[src/rtl/cam_capture_fmt.sv]
// Camera pixel capture: pairs sensor bytes into RGB444/RGB565/Y pixels, decimates,
// and writes them to a frame buffer at a linear address, with frame and error status.
module cam_capture_fmt #(
    parameter int H_RES  = 640,
    parameter int V_RES  = 480,
    parameter int DECIM  = 1,
    parameter int ADDR_W = 19,
    parameter int FCNT_W = 8
) (
    input  logic              i_pclk,
    input  logic              i_rstn,
    input  logic              i_cam_done,
    input  logic [1:0]        i_fmt,
    input  logic              i_single,
    input  logic              i_arm,
    input  logic              i_vsync,
    input  logic              i_href,
    input  logic [7:0]        i_D,
    output logic              o_wren,
    output logic [ADDR_W-1:0] o_pix_addr,
    output logic [15:0]       o_pix_data,
    output logic              o_frame_done,
    output logic [FCNT_W-1:0] o_frame_cnt,
    output logic              o_busy,
    output logic [1:0]        o_err
);
    localparam int COL_W = $clog2(H_RES + 1);
    localparam int ROW_W = $clog2(V_RES + 1);
    localparam logic [COL_W-1:0] H_LIM  = COL_W'(H_RES);
    localparam logic [ROW_W-1:0] V_LIM  = ROW_W'(V_RES);
    localparam logic [COL_W-1:0] C_MASK = COL_W'(DECIM - 1);
    localparam logic [ROW_W-1:0] R_MASK = ROW_W'(DECIM - 1);

    typedef enum logic [1:0] {S_IDLE, S_SYNC, S_CAPTURE, S_DONE} state_t;

    state_t            state_q, state_d;
    logic              vsync_q, vsync_d, href_q, href_d, phase_q, phase_d;
    logic [7:0]        b0_q, b0_d;
    logic [1:0]        fmt_q, fmt_d;
    logic [COL_W-1:0]  col_q, col_d;
    logic [ROW_W-1:0]  row_q, row_d;
    logic [ADDR_W-1:0] addr_cnt_q, addr_cnt_d, pix_addr_q, pix_addr_d;
    logic              wren_q, wren_d, frame_done_q, frame_done_d, busy_q, busy_d;
    logic [15:0]       pix_data_q, pix_data_d;
    logic [FCNT_W-1:0] frame_cnt_q, frame_cnt_d;
    logic [1:0]        err_q, err_d;

    logic              vsync_rise, vsync_fall, href_fall, in_range;
    logic [15:0]       pix;

    assign vsync_rise = i_vsync & ~vsync_q;
    assign vsync_fall = ~i_vsync & vsync_q;
    assign href_fall  = ~i_href & href_q;
    assign in_range   = (col_q < H_LIM) && (row_q < V_LIM);

    always_comb begin
        case (fmt_q)
            2'd1:    pix = {b0_q, i_D};
            2'd2:    pix = {8'h00, b0_q};
            default: pix = {4'h0, b0_q[3:0], i_D};
        endcase
    end

    always_comb begin
        state_d      = state_q;
        vsync_d      = i_vsync;
        href_d       = i_href;
        phase_d      = i_href ? ~phase_q : 1'b0;
        b0_d         = b0_q;
        fmt_d        = fmt_q;
        col_d        = col_q;
        row_d        = row_q;
        addr_cnt_d   = addr_cnt_q;
        pix_addr_d   = pix_addr_q;
        pix_data_d   = pix_data_q;
        wren_d       = 1'b0;
        frame_done_d = 1'b0;
        frame_cnt_d  = frame_cnt_q;
        err_d        = i_arm ? 2'b00 : err_q;

        if (!i_cam_done) begin
            state_d = S_IDLE;
        end else begin
            case (state_q)
                S_IDLE: if (!i_single || i_arm) state_d = S_SYNC;
                S_SYNC: begin
                    if (vsync_fall) begin
                        addr_cnt_d = '0;
                        pix_addr_d = '0;
                        col_d      = '0;
                        row_d      = '0;
                        phase_d    = 1'b0;
                        fmt_d      = (i_fmt == 2'd3) ? 2'd0 : i_fmt;
                        state_d    = S_CAPTURE;
                    end
                end
                S_CAPTURE: begin
                    if (i_href && !phase_q) b0_d = i_D;
                    // Second byte of a pair completes a pixel; only in-range, on-grid pixels are written.
                    if (i_href && phase_q) begin
                        if (in_range && ((col_q & C_MASK) == '0) && ((row_q & R_MASK) == '0)) begin
                            wren_d     = 1'b1;
                            pix_addr_d = addr_cnt_q;
                            addr_cnt_d = addr_cnt_q + ADDR_W'(1);
                            pix_data_d = pix;
                        end
                        if (!in_range) err_d[0] = 1'b1;
                        if (col_q < H_LIM) col_d = col_q + COL_W'(1);
                    end
                    // Counters saturate at the limit so out-of-range lines/pixels stay flagged.
                    if (href_fall) begin
                        if (phase_q || (col_q < H_LIM)) err_d[1] = 1'b1;
                        col_d = '0;
                        if (row_q < V_LIM) row_d = row_q + ROW_W'(1);
                    end
                    if (vsync_rise) begin
                        frame_done_d = 1'b1;
                        frame_cnt_d  = frame_cnt_q + FCNT_W'(1);
                        state_d      = i_single ? S_DONE : S_SYNC;
                    end
                end
                S_DONE: if (i_arm || !i_single) state_d = S_SYNC;
                default: state_d = S_IDLE;
            endcase
        end
        busy_d = (state_d == S_SYNC) || (state_d == S_CAPTURE);
    end

    always_ff @(posedge i_pclk or negedge i_rstn) begin
        if (!i_rstn) begin
            state_q      <= S_IDLE;
            vsync_q      <= 1'b0;
            href_q       <= 1'b0;
            phase_q      <= 1'b0;
            b0_q         <= '0;
            fmt_q        <= '0;
            col_q        <= '0;
            row_q        <= '0;
            addr_cnt_q   <= '0;
            pix_addr_q   <= '0;
            pix_data_q   <= '0;
            wren_q       <= 1'b0;
            frame_done_q <= 1'b0;
            frame_cnt_q  <= '0;
            busy_q       <= 1'b0;
            err_q        <= '0;
        end else begin
            state_q      <= state_d;
            vsync_q      <= vsync_d;
            href_q       <= href_d;
            phase_q      <= phase_d;
            b0_q         <= b0_d;
            fmt_q        <= fmt_d;
            col_q        <= col_d;
            row_q        <= row_d;
            addr_cnt_q   <= addr_cnt_d;
            pix_addr_q   <= pix_addr_d;
            pix_data_q   <= pix_data_d;
            wren_q       <= wren_d;
            frame_done_q <= frame_done_d;
            frame_cnt_q  <= frame_cnt_d;
            busy_q       <= busy_d;
            err_q        <= err_d;
        end
    end

    assign o_wren       = wren_q;
    assign o_pix_addr   = pix_addr_q;
    assign o_pix_data   = pix_data_q;
    assign o_frame_done = frame_done_q;
    assign o_frame_cnt  = frame_cnt_q;
    assign o_busy       = busy_q;
    assign o_err        = err_q;
endmodule
[config.mk]
export PLATFORM = sky130hd
export DESIGN_NAME = cam_capture_fmt
export DESIGN_NICKNAME = d
export VERILOG_FILES = /design/src/rtl/cam_capture_fmt.sv
export SDC_FILE = /design/constraint.sdc
export NUM_CORES = 1
export LEC_CHECK = 0
export CELL_PAD_IN_SITES_DETAIL_PLACEMENT = 0
export CELL_PAD_IN_SITES_GLOBAL_PLACEMENT = 2
export CORE_ASPECT_RATIO = 0.75
export CORE_MARGIN = 3
export CORE_UTILIZATION = 31
export DETAILED_ROUTE_END_ITERATION = 8
export PLACE_DENSITY = 0.74
export SYNTH_ARGS = -nofsm -noshare
export SYNTH_HDL_FRONTEND = slang
export SYNTH_SLANG_ARGS = --single-unit
[constraint.sdc]
create_clock -name i_pclk -period 1.6 [get_ports i_pclk]
set_input_delay 0.24 -clock i_pclk [delete_from_list [all_inputs] [get_ports i_pclk]]
set_output_delay 0.24 -clock i_pclk [all_outputs]
set_load 0.05 [all_outputs]
[Yosys cells after proc, flatten, opt, wreduce, memory -nomap -nowiden]
Cells that the tools add are included.
Cells by class
  equality and inequality tests: 15
  add/sub/neg operators: 4
  reduce and logical (&&, ||, !) cells: 18
  multiplexer cells: 42
  $lt $le $gt $ge: 2
  bitwise operators: 7
Operator list (count)
  two-way mux 19 bit: 5
  one-hot mux 19 bit (2 select lines): 2
  two-way mux 10 bit: 4
  one-hot mux 16 bit (2 select lines): 1
  two-way mux 9 bit: 3
  one-hot mux 10 bit (2 select lines): 1
  adder 19 x 1 -> 19 bit (second input constant): 1
  two-way mux 2 bit: 9
  one-hot mux 9 bit (2 select lines): 1
  two-way mux 1 bit: 15
  AND reduction 5 bit: 3
  adder 10 x 1 -> 10 bit (second input constant): 1
  equality test 2 bit (second input constant): 5
  < comparator 10 bit (second input constant): 1
  != test 2 bit (second input constant): 5
  adder 9 x 1 -> 9 bit (second input constant): 1
  < comparator 9 bit (second input constant): 1
  AND reduction 3 bit: 3
  adder 8 x 1 -> 8 bit (second input constant): 1
  equality test 2 x 1 -> 1 bit (second input constant): 3
  != test 3 bit (second input constant): 2
  one-hot mux 2 bit (3 select lines): 1
  NOT 1 bit: 4
  AND reduction 4 bit: 1
  other kinds (7): 14
Storage, ports and cells
  output and inout port bits: 48
  input bits: 17
  register bits: 101
  word-level logic and storage cells: 104

[Depth between registers and ports, before layout]
  word-level depth: 7
  depth in mapped cells: 9
  mapped depth without buffers: 7

[Least setup slack after synthesis]
OpenSTA, ideal clock, no wires.
  path kind: flip-flop to flip-flop
  start point: register state_q[0]
  end point: register addr_cnt_q[15]
  data required time: 1.468 ns
  stages on the path, launching flop included: 10
  slack: -0.199 ns
  data arrival time: 1.667 ns
  buffers on the path: 2
  period minus slack after synthesis: 1.799 ns
  library setup time: 0.132 ns
  path through: dfrtp_1 > inv_1 > ha_1 > nand3b_1 > a22oi_2 > buf_4 > buf_4 > nand4_1 > xnor2_1 > nor2_1
On the way
  cells in the longest elaborated chain, start to end: 3
  elaborated cells between the ends (all ways): 8
  classes of those cells: eq/ne (5); mux (1); reduce/logical (2)
RTL lines
  start: declaration: RTL line 36  | state_t state_q, state_d;
  start signal: assignment: RTL line 148  | state_q <= state_d;
  equality test 2 bit / equality test 2 x 1 -> 1 bit (equally long branches): RTL line 84  | case (state_q)
  != test 2 bit (no line) / nonzero test 2 bit (equally long branches)
  AND reduction 5 bit (no line)
  end signal: assignment: RTL line 156  | addr_cnt_q <= addr_cnt_d;
  end: declaration: RTL line 42  | logic [ADDR_W-1:0] addr_cnt_q, addr_cnt_d, pix_addr_q, pix_addr_d;
Parallel ways exist; a longest one is shown, timed or not.
A chain may end at the register's enable or synchronous reset.

[Worst setup path in the final report]
  start point: register state_q[0]
  end point: register addr_cnt_q[17]
The elaborated chain is that of the path after synthesis.

==> results.yml <==
cts:
  clk_pin_slew_ps: 70
  clk_latency_ps: 340
  cts_buffers: 9
  cts_tree: "built"
  clock_path_buffers: 2
  root_buffer: "clkbuf_16"
  cts_num_sinks: 101
  h-tree-depth: 3
global_route:
  grt_antenna_before_repair: 0
  grt_pass1_vias: 3914
  grt_pass1_wl_um: 20070
  grt.overflow.total: 0
  grtUsageTotal_pct: 14.97
  grt_max_degree: 43
pwr:
  power_density_nw_per_um2: 897.8
  vdd_drop_max_mv: 0.4354
  leakage_nw: 3.108
  finalPower_mw: 5.900
sta:
  slew_viol_final: 0
  finClkSkew_ps: 8.616
  min_period_ps: 1832
  fmax_mhz: 545.8
  fin_tns_setup_ps: -8195
  relSlewSlack_pct: 70.07
  fin_crit_sh_pct: 114.5
  rsz0062_at_grt: "yes"
  setup_ws_ps: -232.2
  finalHoldViolCount: 0
  worst_slew_pin_slew_ps: 448.9
  finalSetupViolCount: 77
worst_setup_path:
  crit_required_ps: 1840
  crit_buf_inv: 3
  crit_slowest_cell: "dfrtp_2"
  r2r_start: "state_q[0]$_DFF_PN0_"
  path_class: "reg2reg"
  crit_chain: "inv_2 -> ha_2 -> nand3b_1 -> buf_6 -> a221oi_2 -> buf_4 -> nand4_1 -> xnor2_1 -> nor2_1"
  crit_arrival_ps: 2070
  r2r_slack_ps: -230
  end_kind: "register"
  path_delay_family: "flip-flops"
  crit_path_max_fanout: 4
  worstRegToRegCells: 9
  reg2reg_to: "addr_cnt_q[17]$_DFFE_PN0P_"
  startpoint_type: "register"
  cpPeakStageDelay_ps: 450
synth:
  synth_area_um2: 4653
  yosys-top-cells-area: "dfrtp_1, nand2_1, o21ai_0"
  synth_top_cell_by_area: "dfrtp_1"
  synth_cell_types: 49
  synth_area_per_cell_um2: 9.859
  synth_top_area_share_pct: 54.32
  seq_area_frac_synth_pct: 54.32
  ys_seq_elements: 101
  ys_warn_count: 0
  syn_nets: 498
  syn_inst: 472
floorplanning:
  initial_core_util_pct: 31.88
  boundaryPins: 65
  die_y_um: 112.1
  dieArea_um2: 16530
  die_w_um: 147.5
  rows: 38
  fp.coreArea_um2: 14600
drt:
  finalWirelength_um: 11860
  ant_nets: 0
  initialDrtViolationCount: 201
  drt_pre_antenna_iters: 4
  avgViaCountPerCell: 4.658
  drc: 0
  num_vias: 3815
  wl_per_cell_um: 14.48
run_status:
  status: "complete, but fails checks"
  failed_checks: "setup timing"
place:
  pre_cts_ws_ps: -492.6
  gp_congestion: 0.8170
  dp_hpwl_um: 8243
  placed_cells: 788
  io_buffers: 64
cells_and_area:
  final_cell_count_no_fill: 819
  final_nets: 640
  diodes: 0
  fin_util_pct: 45.02
  area_growth_pct: 41.22
  fillers: 1431
  layout-drive-gt1-share_pct: 30.86
run:
  drv_cap: 0
worst_hold_path:
  min-delay-path-class: "in2async"
## synthesized netlist by cell type, drive strengths merged
cell,count
dfrtp,101
and2,3
nor2b,3
or2,1
a31oi,3
o22ai,1
or4,1
o21a,1
a22o,1
xor2,23
a21oi,8
a211oi,1
nand4b,3
nand2b,6
nand3b,1
o32ai,1
or3,1
and3b,1
a221oi,1
a22oi,9
a21o,1
nand4,17
xnor2,9
inv,15
a2bb2oi,1
nor4bb,1
nor2,38
mux2i,1
nor4,2
o211ai,1
buf,6
nand2,87
and4,2
ha,9
and3,13
nand3,20
mux2,9
clkbuf,13
o21ai,48
nor3,4
o31ai,5
## cells by family after synthesis
group / after synthesis / synth area share (%)
simple gates: 204 / 21.00
flops: 101 / 54.32
compound gates: 82 / 10.86
buf+inv: 34 / 2.984
xor+xnor: 32 / 6.023
mux: 10 / 2.393
fa+ha+maj: 9 / 2.420
## registers in the layout, summed over array words and instances (netlist names), 8 cells and up
signal	cells
o_pix_data	16
row_q	9
addr_cnt_q	19
o_frame_cnt	8
o_pix_addr	19
col_q	10
b0_q	8
## worst max-delay path by stage
stage | start | end | slack [ps] | cells after the start
3_5_place_dp | i_cam_done | addr_cnt_q[17]$_DFFE_PN0P_ | -490 | 8
3_3_place_gp | i_cam_done | addr_cnt_q[17]$_DFFE_PN0P_ | -450 | 8
5_1_grt | state_q[0]$_DFF_PN0_ | addr_cnt_q[17]$_DFFE_PN0P_ | -340 | 9
2_1_floorplan | state_q[1]$_DFF_PN0_ | addr_cnt_q[15]$_DFFE_PN0P_ | -110 | 9
4_1_cts | state_q[0]$_DFF_PN0_ | addr_cnt_q[17]$_DFFE_PN0P_ | -210 | 8
6_report | state_q[0]$_DFF_PN0_ | addr_cnt_q[17]$_DFFE_PN0P_ | -230 | 9
## worst reg2reg max path, delay by kind of cell (launching register included)
family          cells  cell delay, ps
flops               1             450
buf+inv             3             390
simple gates        3             280
compound gates      1             250
fa+ha+maj           1             220
xor+xnor            1             150
## layout make-up
cell class                      count  area (µm²)  share of cell area (%)
Sequential cell                   101        2529                   38.48
Tap cell                          200       250.2                   3.808
Clock inverter                      6       57.56                  0.8759
Clock buffer                       10       239.0                   3.637
Multi-Input combinational cell    337        2107                   32.06
Timing Repair Buffer              150        1333                   20.28
Inverter                           15       56.30                  0.8568
## cell usage in the layout (no fill, tap or decap), types with 2 or more instances in the layout
cell             instances
a21oi_1                  7
a22oi_1                  8
a31oi_1                  3
and2_1                   3
and3_1                  12
buf_12                   6
buf_16                   2
buf_4                  116
buf_6                    9
clkbuf_16               10
clkdlybuf4s50_1         15
clkinv_4                 2
clkinvlp_4               2
dfrtp_1                100
ha_1                     6
ha_4                     2
inv_1                   13
inv_2                    2
mux2_2                   9
nand2_1                 81
nand2_2                  6
nand2b_1                 6
nand3_1                 20
nand4_1                 17
nand4b_1                 2
nor2_1                  36
nor2_4                   2
nor2b_1                  3
nor3_1                   4
o21ai_0                 27
o21ai_1                 19
o31ai_1                  2
o31ai_2                  3
xnor2_1                  9
xor2_1                  22
## per-stage QoR
step | instance area (µm²) | hold slack, ps
2_1_floorplan | 4679 | -55.59
5_1_grt | 6571 | 432.6
4_1_cts | 6455 | 387.4
3_3_place_gp | 5947 | 220.8
6_report | 6571 | 393.0
3_5_place_dp | 5947 | 222.2
## where the power goes
part           switching [mW]  internal, mW
clock                    1.03          1.12
combinational           0.567         0.432
sequential             0.0785          2.67
total                    1.68          4.22
## routing by layer
metal	part of all wire, %	track usage (%)	up-vias
met3	2.8	3.148	8
met2	44	22.79	48
met4	0.94	3.538	0
met1	52	22.02	1841
li1	-	-	1918
met5	0	0	-
## what timing repair did
item / CTS / global route
resized for setup: 21 / 29
buffers inserted: 9 / 3
setup endpoints to repair: 81 / 91
gates cloned: 2 / 2
hold buffers: 1 / 0
pin swaps: 7 / 11
endpoints found under the hold margin: 28 / 0
No activity file was read; power rests on OpenSTA's default activity.
